### config.mk
export PLATFORM = sky130hd
export DESIGN_NAME = i2c_reg_file
export DESIGN_NICKNAME = d
export VERILOG_FILES = /design/src/rtl/i2c_reg_pkg.sv /design/src/rtl/i2c_sticky_status.sv /design/src/rtl/i2c_reg_file.sv
export SDC_FILE = /design/constraint.sdc
export NUM_CORES = 1
export LEC_CHECK = 0
export BUFFER_PORTS_ARGS = -buffer_cell sky130_fd_sc_hd__clkbuf_2
export CAP_MARGIN = 5
export CORE_MARGIN = 1.5
export CORE_UTILIZATION = 41
export CTS_CLUSTER_SIZE = 30
export DETAILED_ROUTE_END_ITERATION = 12
export MAX_ROUTING_LAYER = met4
export PLACE_DENSITY = 0.65
export SETUP_SLACK_MARGIN = 0.4
export SYNTH_ARGS = -nofsm -noshare
export SYNTH_HDL_FRONTEND = slang
export SYNTH_SLANG_ARGS = --single-unit
export TNS_END_PERCENT = 100
### constraint.sdc
create_clock -name CLOCK_i -period 1.75 [get_ports CLOCK_i]
set_input_delay 0.2625 -clock CLOCK_i [delete_from_list [all_inputs] [get_ports CLOCK_i]]
set_output_delay 0.2625 -clock CLOCK_i [all_outputs]
set_load 0.01 [all_outputs]
### src/rtl/i2c_reg_pkg.sv
// Shared constants for the I2C master register file.
//   - Register offsets (ADDR_PRESC_LO .. ADDR_LEVEL)
//   - CMD register bit positions
//   - STATUS bit positions for TX_OVF / RX_UDF (relative to the data width)
//   - LEVEL register bit positions
package i2c_reg_pkg;

    localparam int unsigned ADDR_PRESC_LO = 0;
    localparam int unsigned ADDR_PRESC_HI = 1;
    localparam int unsigned ADDR_CMD      = 2;
    localparam int unsigned ADDR_ADDR_RW  = 3;
    localparam int unsigned ADDR_TRANSMIT = 4;
    localparam int unsigned ADDR_RECEIVE  = 5;
    localparam int unsigned ADDR_STATUS   = 6;
    localparam int unsigned ADDR_IRQ_MASK = 7;
    localparam int unsigned ADDR_LEVEL    = 8;

    localparam int CMD_START_BIT  = 0;
    localparam int CMD_STOP_BIT   = 1;
    localparam int CMD_IRQ_EN_BIT = 2;

    localparam int LVL_BUSY_BIT     = 0;
    localparam int LVL_RX_EMPTY_BIT = 1;
    localparam int LVL_TX_FULL_BIT  = 2;

    // The two error flags occupy the top two STATUS bits; the core events
    // fill everything below them.
    function automatic int stat_tx_ovf_bit(input int data_w);
        return data_w - 2;
    endfunction

    function automatic int stat_rx_udf_bit(input int data_w);
        return data_w - 1;
    endfunction

endpackage

### src/rtl/i2c_sticky_status.sv
// Sticky status register with write-1-to-clear and a registered, maskable
// interrupt.
//   clk, rst_n : clock, asynchronous active-low reset
//   evt_set    : per-bit set pulses (set wins over a simultaneous clear)
//   w1c        : per-bit clear strobes from a STATUS write
//   mask       : interrupt mask
//   irq_en     : global interrupt enable
//   status     : current sticky bits
//   irq        : irq_en & |(status & mask), one cycle behind its inputs
module i2c_sticky_status #(
    parameter int DATA_W = 8
) (
    input  logic              clk,
    input  logic              rst_n,
    input  logic [DATA_W-1:0] evt_set,
    input  logic [DATA_W-1:0] w1c,
    input  logic [DATA_W-1:0] mask,
    input  logic              irq_en,
    output logic [DATA_W-1:0] status,
    output logic              irq
);

    always_ff @(posedge clk or negedge rst_n) begin
        if (!rst_n) begin
            status <= '0;
            irq    <= 1'b0;
        end else begin
            // Clear first, then OR in the sets so a same-cycle set survives.
            status <= (status & ~w1c) | evt_set;
            irq    <= irq_en & |(status & mask);
        end
    end

endmodule

### src/rtl/i2c_reg_file.sv
// CPU-side register file for the I2C master.
//   CLOCK_i / RESET_i            : clock, asynchronous active-low reset
//   SEL_i, PWRITE_i, REGISTER_ADDR_i, DATA_i : single-cycle access request
//   RDATA_o, READY_o, SLVERR_o   : registered response, one cycle after SEL_i
//   RECEIVE_i, RX_EMPTY_i, RX_POP_o          : RX FIFO head / pop
//   TX_FULL_i, TX_PUSH_o, TRANSMIT_o         : TX FIFO push
//   STATUS_EVT_i, BUSY_i         : core event pulses and busy level
//   PRESCALER_o, ADDRESS_RW_o    : configuration to the core
//   CMD_START_o, CMD_STOP_o      : command pulses
//   IRQ_o                        : level interrupt
module i2c_reg_file
    import i2c_reg_pkg::*;
#(
    parameter int DATA_W    = 8,
    parameter int ADDR_W    = 8,
    parameter int PRESC_W   = 16,
    parameter int PRESC_RST = 249
) (
    input  logic               CLOCK_i,
    input  logic               RESET_i,
    input  logic               SEL_i,
    input  logic               PWRITE_i,
    input  logic [ADDR_W-1:0]  REGISTER_ADDR_i,
    input  logic [DATA_W-1:0]  DATA_i,
    output logic [DATA_W-1:0]  RDATA_o,
    output logic               READY_o,
    output logic               SLVERR_o,
    input  logic [DATA_W-1:0]  RECEIVE_i,
    input  logic               RX_EMPTY_i,
    input  logic               TX_FULL_i,
    output logic               RX_POP_o,
    output logic               TX_PUSH_o,
    output logic [DATA_W-1:0]  TRANSMIT_o,
    input  logic [DATA_W-3:0]  STATUS_EVT_i,
    input  logic               BUSY_i,
    output logic [PRESC_W-1:0] PRESCALER_o,
    output logic [DATA_W-1:0]  ADDRESS_RW_o,
    output logic               CMD_START_o,
    output logic               CMD_STOP_o,
    output logic               IRQ_o
);

    localparam int NUM_EVT    = DATA_W - 2;
    localparam int HI_W       = PRESC_W - DATA_W;
    localparam int STAT_OVF   = stat_tx_ovf_bit(DATA_W);
    localparam int STAT_UDF   = stat_rx_udf_bit(DATA_W);

    logic [PRESC_W-1:0] presc_q;
    logic [DATA_W-1:0]  mask_q;
    logic               irq_en_q;
    logic [DATA_W-1:0]  status;

    // Decoded per-access actions
    logic              err;
    logic [DATA_W-1:0] rdata_nxt;
    logic              presc_lo_we, presc_hi_we, addr_rw_we, cmd_we, mask_we;
    logic              tx_push, rx_pop, start, stop;
    logic              tx_ovf_set, rx_udf_set;
    logic [DATA_W-1:0] stat_w1c, stat_set;

    // NOTE: every signal driven here gets a default first so no latch is inferred.
    always_comb begin
        err         = 1'b0;
        rdata_nxt   = '0;
        presc_lo_we = 1'b0;
        presc_hi_we = 1'b0;
        addr_rw_we  = 1'b0;
        cmd_we      = 1'b0;
        mask_we     = 1'b0;
        tx_push     = 1'b0;
        rx_pop      = 1'b0;
        start       = 1'b0;
        stop        = 1'b0;
        tx_ovf_set  = 1'b0;
        rx_udf_set  = 1'b0;
        stat_w1c    = '0;

        if (SEL_i) begin
            case (REGISTER_ADDR_i)
                ADDR_W'(ADDR_PRESC_LO): begin
                    if (!PWRITE_i)   rdata_nxt   = presc_q[DATA_W-1:0];
                    else if (BUSY_i) err         = 1'b1;
                    else             presc_lo_we = 1'b1;
                end
                ADDR_W'(ADDR_PRESC_HI): begin
                    // Shift leaves only the upper prescaler bits, zero-extended.
                    if (!PWRITE_i)   rdata_nxt   = DATA_W'(presc_q >> DATA_W);
                    else if (BUSY_i) err         = 1'b1;
                    else             presc_hi_we = 1'b1;
                end
                ADDR_W'(ADDR_CMD): begin
                    if (!PWRITE_i) begin
                        rdata_nxt[CMD_IRQ_EN_BIT] = irq_en_q;
                    end else begin
                        cmd_we = 1'b1;
                        // STOP takes priority; a START alongside it is dropped.
                        if (DATA_i[CMD_STOP_BIT]) begin
                            stop = 1'b1;
                        end else if (DATA_i[CMD_START_BIT]) begin
                            if (BUSY_i) err   = 1'b1;
                            else        start = 1'b1;
                        end
                    end
                end
                ADDR_W'(ADDR_ADDR_RW): begin
                    if (!PWRITE_i)   rdata_nxt  = ADDRESS_RW_o;
                    else if (BUSY_i) err        = 1'b1;
                    else             addr_rw_we = 1'b1;
                end
                ADDR_W'(ADDR_TRANSMIT): begin
                    if (PWRITE_i) begin
                        if (TX_FULL_i) begin
                            err        = 1'b1;
                            tx_ovf_set = 1'b1;
                        end else begin
                            tx_push = 1'b1;
                        end
                    end
                end
                ADDR_W'(ADDR_RECEIVE): begin
                    if (PWRITE_i) begin
                        err = 1'b1;
                    end else if (RX_EMPTY_i) begin
                        err        = 1'b1;
                        rx_udf_set = 1'b1;
                    end else begin
                        rdata_nxt = RECEIVE_i;
                        rx_pop    = 1'b1;
                    end
                end
                ADDR_W'(ADDR_STATUS): begin
                    if (PWRITE_i) stat_w1c  = DATA_i;
                    else          rdata_nxt = status;
                end
                ADDR_W'(ADDR_IRQ_MASK): begin
                    if (PWRITE_i) mask_we   = 1'b1;
                    else          rdata_nxt = mask_q;
                end
                ADDR_W'(ADDR_LEVEL): begin
                    if (PWRITE_i) begin
                        err = 1'b1;
                    end else begin
                        rdata_nxt[LVL_BUSY_BIT]     = BUSY_i;
                        rdata_nxt[LVL_RX_EMPTY_BIT] = RX_EMPTY_i;
                        rdata_nxt[LVL_TX_FULL_BIT]  = TX_FULL_i;
                    end
                end
                default: err = 1'b1;
            endcase
        end
    end

    always_comb begin
        stat_set                = '0;
        stat_set[NUM_EVT-1:0]   = STATUS_EVT_i;
        stat_set[STAT_OVF]      = tx_ovf_set;
        stat_set[STAT_UDF]      = rx_udf_set;
    end

    // NOTE: sequential state uses non-blocking assignments so every register samples pre-edge values.
    always_ff @(posedge CLOCK_i or negedge RESET_i) begin
        if (!RESET_i) begin
            presc_q      <= PRESC_W'(PRESC_RST);
            ADDRESS_RW_o <= '0;
            mask_q       <= '0;
            irq_en_q     <= 1'b0;
            RDATA_o      <= '0;
            READY_o      <= 1'b0;
            SLVERR_o     <= 1'b0;
            RX_POP_o     <= 1'b0;
            TX_PUSH_o    <= 1'b0;
            TRANSMIT_o   <= '0;
            CMD_START_o  <= 1'b0;
            CMD_STOP_o   <= 1'b0;
        end else begin
            READY_o     <= SEL_i;
            SLVERR_o    <= err;
            RX_POP_o    <= rx_pop;
            TX_PUSH_o   <= tx_push;
            CMD_START_o <= start;
            CMD_STOP_o  <= stop;
            if (SEL_i && !PWRITE_i) RDATA_o <= rdata_nxt;
            if (tx_push)     TRANSMIT_o <= DATA_i;
            if (presc_lo_we) presc_q[DATA_W-1:0] <= DATA_i;
            if (presc_hi_we) presc_q[PRESC_W-1:DATA_W] <= DATA_i[HI_W-1:0];
            if (addr_rw_we)  ADDRESS_RW_o <= DATA_i;
            if (mask_we)     mask_q <= DATA_i;
            if (cmd_we)      irq_en_q <= DATA_i[CMD_IRQ_EN_BIT];
        end
    end

    assign PRESCALER_o = presc_q;

    i2c_sticky_status #(
        .DATA_W (DATA_W)
    ) u_status (
        .clk     (CLOCK_i),
        .rst_n   (RESET_i),
        .evt_set (stat_set),
        .w1c     (stat_w1c),
        .mask    (mask_q),
        .irq_en  (irq_en_q),
        .status  (status),
        .irq     (IRQ_o)
    );

endmodule

# Yosys cells after proc, flatten, opt, wreduce, memory -nomap -nowiden
# Cells that the tools add are included.
# totals
input_bits,37
elab_cells,96
regBits,64
# classes
n_mux,62
bitwise_logic,5
n_reduce_logical,6
n_eq_ne,8
# op_table
op,count
2-to-1 mux 8 bit,11
2-to-1 mux 1 bit,46
== test 8 x 3 -> 1 bit (second input constant),4
one-hot mux 5 bit (6 select lines),1
bitwise AND 8 bit,2
== test 8 x 2 -> 1 bit (second input constant),2
one-hot mux 2 bit (7 select lines),1
== test 8 x 1 -> 1 bit (second input constant),1
== test 8 x 4 -> 1 bit (second input constant),1
zero test 8 bit,1
inverter 8 bit,1
bitwise OR 8 bit,1
one-hot mux 1 bit (8 select lines),1
OR reduction 8 bit,1
one-hot mux 1 bit (6 select lines),1
2-to-1 mux 3 bit,1
OR reduction 3 bit,1
OR reduction 2 bit,1
bitwise AND 1 bit,1
logical AND 1 bit,1
zero test 1 bit,1

# Longest topological paths before layout
# Gate-level depths: netlist of the first run.
# depth
ltp_word,6
depth_mapped,7

# Modules after synthesis
# Synthesis of the first run repeated with hierarchy kept, for this count alone.
# hier_totals
cells_unflattened,266
area_unflattened_um2,3173.0
# modules_own_cells
module,n_inst,area_per_inst_um2,cells_each
i2c_reg_file,1,2813.9,235
i2c_sticky_status,1,359.1,31

# Worst setup path after synthesis of the first run
# Ideal clock, no wire load.
# synth_path
path_type,input to register
startpoint,input REGISTER_ADDR_i[5]
endpoint,register TRANSMIT_o[0]
cell_stages,4
path_slack_ps,-13
t_arrival_ps,1638
required_time_ps,1625
setup_time_ps,125
n_path_buf,0
path_cell_list,nor4_4 nand4_2 nor4_4 mux2_2
# synth_between
elab_chain_cells,3
# synth_rtl
element,line_no,rtl
from (decl),i2c_reg_file.sv:23,"input logic [ADDR_W-1:0] REGISTER_ADDR_i,"
== test 8 x 3 -> 1 bit,i2c_reg_file.sv:79,case (REGISTER_ADDR_i)
2-to-1 mux 1 bit,i2c_reg_file.sv:79,
2-to-1 mux 1 bit,i2c_reg_file.sv:78,if (SEL_i) begin
to (signal assigned),i2c_reg_file.sv:183,if (tx_push) TRANSMIT_o <= DATA_i;
to (decl),i2c_reg_file.sv:33,"output logic [DATA_W-1:0] TRANSMIT_o,"
# Every way passes these cells.
# A chain may end at the register's enable or synchronous reset.

# Worst setup path after layout of the first run
# layout_path
startpoint,input REGISTER_ADDR_i[6]
endpoint,register TRANSMIT_o[3]
# The elaborated chain is that of the path after synthesis.

==> flow_summary.yaml, run 1 <==
clocking:
  path_clk_slew_ns: 0.07
  cts_buffers: 9
  cts_tree: "built"
  clock_latency_ns: 0.34
  clock_sinks: 64
  cts_root_buffer: "clkbuf_8"
  clock_path_buffers: 2
  htreeDepth: 3
placed_design:
  place_area_um2: 3850
  hpwlAfterDp_mm: 6.20
  gp_congestion: 0.894
  port_buffers: 83
yosys:
  ys.flop_type: "dfrtp_1"
  synth.ff_latch_count: 64
  synth_area_per_cell_um2: 12.0
  async_flop_share_pct: 100
  syn-cell-area_um2: 3080
  synth_warnings: 0
  synth_area_leader_cell: "dfrtp_1"
  netlist_instances: 257
  synth_top_cells_by_area: "dfrtp_1 (47%), mux2_2 (19%), dfstp_2 (5.1%)"
  synth_cell_types: 48
  synth_edf_count: 0
  synth_fp_nets: 294
  yosysSeqAreaShare_pct: 52.3
  synth_top_area_share_pct: 47.2
critical_path:
  r2r_slack_ns: 0.32
  critPathBufInv: 2
  rr_worst_depth: 4
  crit_path_start_kind: "input pin"
  cpPeakStageDelay_ns: 0.40
  critPathKind: "input pin to register"
  crit_cells: 6
  cpMostUsedCell: "nor4_4"
  cp_top_family: "simple AND/OR/NAND/NOR gates"
  worst_setup_path_end_kind: "register"
  critPathArrivalTime_ns: 1.66
  cp_slowest_cell: "nor4_4"
  path_max_fanout: 8
  cp_cell_sequence: "buf_6 > nor4_4 > nand4_4 > nor4_4 > buf_12 > mux2_2"
  cp.required_ns: 1.98
finish:
  final_cell_area_um2: 4320
  syn_to_final_growth_pct: 40.4
  final_util_pct: 59.5
  layout_common_cells: "clkbuf_2 (82), dfrtp_1 (58), mux2_2 (39)"
  final-seq-area_um2: 1610
  final_layout_size_suffix_gt1_share_pct: 57.1
  diodes: 0
  fill_cells: 645
  nNetsFinal: 419
  multi_input_area_um2: 1560
  layout_commonest_cell: "clkbuf_2"
timing:
  min_period_over_period_pct: 82.2
  maxSlewViolCount: 0
  hold-worst-slack_ns: 0.0900
  max_freq_ghz: 0.695
  slew_headroom_pct: 61.7
  hold_viol: 0
  fin_skew_ns: 0.00693
  setup_viol: 0
  tightest_slew_ns: 0.574
  layout_min_cycle_time_ns: 1.44
  rsz0062_at_grt: "true"
global_route:
  grt_first_pass_wirelength_mm: 13.6
  grt_usage_pct: 24.1
  overflow: 0
  grt_max_degree: 25
  antenna_found_initial: 0
  grt_pass1_vias: 2543
route:
  dr.pass1.iters: 4
  postRouteAntennaNets: 0
  routed_wl_mm: 8.82
  vias: 2547
  drc: 0
  viasPerCell: 5.24
  wl_per_cell_um: 18.2
  drt_iter0_markers: 176
power:
  p_leak_nw: 2.08
  ir_drop_v: 0.000501
  powerDensity_nw_per_um2: 728
floorplanning:
  fp.dieArea_um2: 8030
  die_h_um: 89.6
  io_pins: 84
  die_w_um: 89.6
  fp.coreArea_um2: 7250
  rows: 31
  initial_utilization_pct: 42.4
job:
  drv_cap: 0
run_status:
  status: "finished, final reports clean"
min_path:
  hold_path_class: "input pin to register"
  hold_depth: 2
## where the power goes
group	leakage (nW)	internal (W)	switching, W
logic	1.15	0.000146	0.000188
clock network	0.0993	0.000695	0.000600
registers	0.834	0.00150	0.0000139
total	2.08	0.00234	0.000801
## cell type report
cell class,count,share of cell area [%]
tap,99,2.87
inverter,3,0.261
multi-input combinational,178,36.1
clock inverter,5,1.30
clock buffer,11,3.27
timing repair buffer,126,19.0
sequential,64,37.3
## final timing paths
path | start | end
hold / removal | STATUS_EVT_i[3] | u_status.status[3]
max in group asynchronous | RESET_i | PRESCALER_o[5]
hold reg to reg | RDATA_o[3] | RDATA_o[3]
min in group asynchronous | RESET_i | TRANSMIT_o[2]
setup reg to reg | mask_q[4] | RDATA_o[4]
setup / recovery | REGISTER_ADDR_i[6] | TRANSMIT_o[3]
## sequential cells by signal, summed over array words and instances, names as in the netlist, 8 cells and up
name	count
ADDRESS_RW_o	8
mask_q	8
u_status.status	8
PRESCALER_o	16
RDATA_o	8
TRANSMIT_o	8
## routing by layer
layer / GRT usage [%] / vias up / part of all wire (%)
met1: 32.7 / 1280 / 45
met2: 37.2 / 61 / 49
met5: - / - / 0
met3: 4.48 / 7 / 4.6
met4: 6.71 / 0 / 1.1
li1: - / 1199 / -
## through the flow
stage / setup WS [ns] / power, W / instances / TNS [ns]
floorplan: -0.0129 / 0.00167 / 257 / -0.104
global placement: -0.0371 / 0.00185 / 453 / -0.332
detailed placement: -0.0577 / 0.00185 / 453 / -0.971
CTS: 0.317 / 0.00315 / 481 / 0
global route: 0.224 / 0.00327 / 486 / 0
finish: 0.312 / 0.00314 / 486 / 0
## cells by family after synthesis
family	count (synthesis)	share of synthesized area (%)
compound gates	55	12.9
buf+inv	15	1.91
flops	64	52.3
mux	56	20.3
simple gates	67	12.5
## worst register-to-register path: stages (launching register included)
cell,delay (ns)
dfrtp_1,0.38
mux2_2,0.28
a22o_1,0.18
a222oi_1,0.37
o21ai_1,0.10
## cells in the mapped netlist, drive strengths merged (2+ instances only)
| cell type | n |
|---|---|
| dfrtp | 58 |
| mux2 | 52 |
| nand2 | 25 |
| nor2 | 13 |
| o21ai | 10 |
| a21oi | 9 |
| clkbuf | 8 |
| a21o | 6 |
| a22o | 6 |
| dfstp | 6 |
| nor2b | 6 |
| a222oi | 5 |
| a22oi | 5 |
| buf | 4 |
| mux2i | 4 |
| inv | 3 |
| nand2b | 3 |
| nand4 | 3 |
| nor4 | 3 |
| a211oi | 2 |
| and3 | 2 |
| nand3 | 2 |
| nor3 | 2 |
| nor4b | 2 |
## what timing repair did
action	4_1_cts	5_1_grt
endpoints found under the hold margin	16	0
hold buffers	1	0
endpoints found under the setup margin	52	55
pin swaps	9	15
setup buffers	11	5
gates resized for setup	15	22
Note: power is estimated with default switching activity, not from simulation.
==> run 2, diff against run 1 <==
ABC_AREA = 1   (was not set)
PLACE_DENSITY = 0.66   (was 0.65)
clock period = 1.3 ns   (was 1.75 ns; I/O delays follow)
==> run 2 against run 1 <==
Effect of this change:
- clock power increased by 36%
- final cell count up 56%
- first-iteration DRC count rose by 120%
- routed wire length up 43%
- register-to-register slack worse by 0.21 ns
- setup slack got worse by 0.24 ns
- combinational power rose by 91%
- critical path type is now register to output port
- highest routed layer unchanged
==> flow_summary.yaml, run 2 <==
floorplanning:
  die_w_um: 96.2
  io_pins: 84
  fp.coreArea_um2: 8300
  fp.dieArea_um2: 9260
  rows: 33
  initial_utilization_pct: 42.9
  die_h_um: 96.2
timing:
  min_period_over_period_pct: 94.6
  hold_viol: 0
  fin_skew_ns: 0.00978
  tightest_slew_ns: 0.359
  setup_tns_ns: 0
  maxSlewViolCount: 0
  layout_min_cycle_time_ns: 1.23
  slew_headroom_pct: 76.1
  rsz0062_at_grt: "true"
  max_freq_ghz: 0.813
  setup_viol: 0
finish:
  layout_commonest_cell: "nand2_1"
  largest_reg_flops: 16
  fill_cells: 669
  syn_to_final_growth_pct: 57.4
  layout_common_cells: "nand2_1 (95), clkbuf_2 (69), nor2_1 (63)"
  nNetsFinal: 685
  final_layout_size_suffix_gt1_share_pct: 46.9
  final_util_pct: 67.6
  diodes: 0
  stdcell_count: 758
critical_path:
  cp_top_family: "flip-flops"
  cp.required_ns: 1.11
  cp_slowest_cell: "dfstp_2"
  path_max_fanout: 3
  worst_setup_path_end_kind: "output port"
  cpPeakStageDelay_ns: 0.56
  cp_cell_sequence: "buf_2"
  critPathKind: "register to output port"
  crit_path_start_kind: "register"
  critPathBufInv: 1
  critPathArrivalTime_ns: 1.04
yosys:
  synth.ff_latch_count: 64
  synth_warnings: 0
  synth.most_common_cell: "nand2_1"
  synth_edf_count: 0
  async_flop_share_pct: 100
  synth_top_area_share_pct: 40.7
  yosysSeqAreaShare_pct: 45.2
  netlist_instances: 493
  synth_fp_nets: 530
  ys.flop_type: "dfrtp_1"
  syn-cell-area_um2: 3560
  synth_top_cells_by_area: "dfrtp_1 (41%), nand2_1 (13%), nor2_1 (8.3%)"
  synth_area_leader_cell: "dfrtp_1"
  synth_area_per_cell_um2: 7.23
  synthTopCellsByCount: "nand2_1 (128), nor2_1 (79), inv_1 (64), dfrtp_1 (58), nand3_1 (45)"
  synth_cell_types: 27
route:
  vias: 3979
  wl_per_cell_um: 16.7
  viasPerCell: 5.25
  routed_wl_mm: 12.6
  dr.pass1.iters: 5
  postRouteAntennaNets: 0
  drt_iter0_markers: 391
  drc: 0
clocking:
  cts_buffers: 9
  clock_latency_ns: 0.35
  clock_path_buffers: 2
  path_clk_slew_ns: 0.08
  clock_sinks: 64
  htreeDepth: 3
  cts_tree: "built"
  cts_root_buffer: "clkbuf_8"
global_route:
  use_met1_pct: 34.5
  overflow: 0
  grt_max_degree: 65
  grt_first_pass_wirelength_mm: 17.6
  grt_use_met2_pct: 41.1
  gr-max-usage-layer: "met2"
  grtUsageMet3_pct: 3.95
  antenna_found_initial: 0
  grt_pass1_vias: 3491
  grt_usage_pct: 26.6
power:
  netSwitchingPower_w: 0.00123
  pwr-share-seq_pct: 46.3
  clkPwrFrac_pct: 39.3
  p_leak_nw: 2.89
  ir_drop_v: 0.000555
  combinationalPowerShare_pct: 14.4
  internal-power_w: 0.00322
  swShare_pct: 27.6
  powerDensity_nw_per_um2: 793
run_status:
  status: "finished, final reports clean"
job:
  drv_cap: 0
placed_design:
  gp_congestion: 0.938
  port_buffers: 83
  hpwlAfterDp_mm: 8.00
  placedCellCount: 692
min_path:
  hold_path_class: "input pin to register"
## run 2: timing repair
| item | in CTS | in global routing |
|---|---|---|
| pin swaps | 29 | 52 |
| setup endpoints to repair | 87 | 104 |
| cloned | 2 | 6 |
| buffers inserted | 22 | 19 |
| gates resized for setup | 31 | 135 |
| hold endpoints to repair | 58 | 0 |
| hold buffers | 1 | 0 |
## run 2: path summary, 6_finish.rpt
kind | start | end | slack [ns] | depth (start not counted)
worst max-delay path | PRESCALER_o[0] | PRESCALER_o[0] | 0.07 | 1
worst min-delay path | RX_EMPTY_i | RX_POP_o | 0.02 | 2
worst max register to register | PRESCALER_o[0] | RDATA_o[0] | 0.11 | 7
worst min register to register | RDATA_o[5] | RDATA_o[5] | 0.48 | 2
max in group asynchronous | RESET_i | PRESCALER_o[4] | 0.58 | 3
min in group asynchronous | RESET_i | TRANSMIT_o[4] | 0.40 | 3
## run 2: stage by stage
step	power [W]	hold slack, ns	setup WS [ns]	instance area, um^2
after floorplan	0.00232	-0.101	0.115	3660
after global placement	0.00257	0.242	-0.222	4350
after detailed placement	0.00258	0.245	-0.175	4350
after CTS	0.00434	0.0147	0.0525	4870
after global routing	0.00459	0.0202	0.0506	5610
final	0.00445	0.0176	0.0697	5610
## run 2: cell type report
type	count	area, um^2	share of cell area [%]
well taps	105	131	2.34
clock buffers	11	141	2.52
repair buffers	159	1380	24.6
multi-input cells	340	1990	35.5
inverters	74	300	5.35
clock inverters	5	56.3	1.00
flip-flops and latches	64	1610	28.7
## run 2: cell families after synthesis
logic type	after synthesis	synth area share, %
AOI/OAI and AO/OA	59	9.30
and+or+nand+nor	279	34.0
buffers and inverters	91	11.6
DFF	64	45.2
## run 2: power groups by stage
stage / Sequential (W) / Combinational [W] / Clock (W)
floorplan: 0.00210 / 0.000220 / 0
global placement: 0.00209 / 0.000482 / 0
detailed placement: 0.00209 / 0.000487 / 0
CTS: 0.00205 / 0.000535 / 0.00176
global route: 0.00206 / 0.000688 / 0.00184
finish: 0.00206 / 0.000639 / 0.00175
## run 2: metal layers
layer,wire length (um),up-vias
met2,6140,199
met3,926,37
met4,341,0
li1,-,1859
met1,5220,1884
met5,0,-
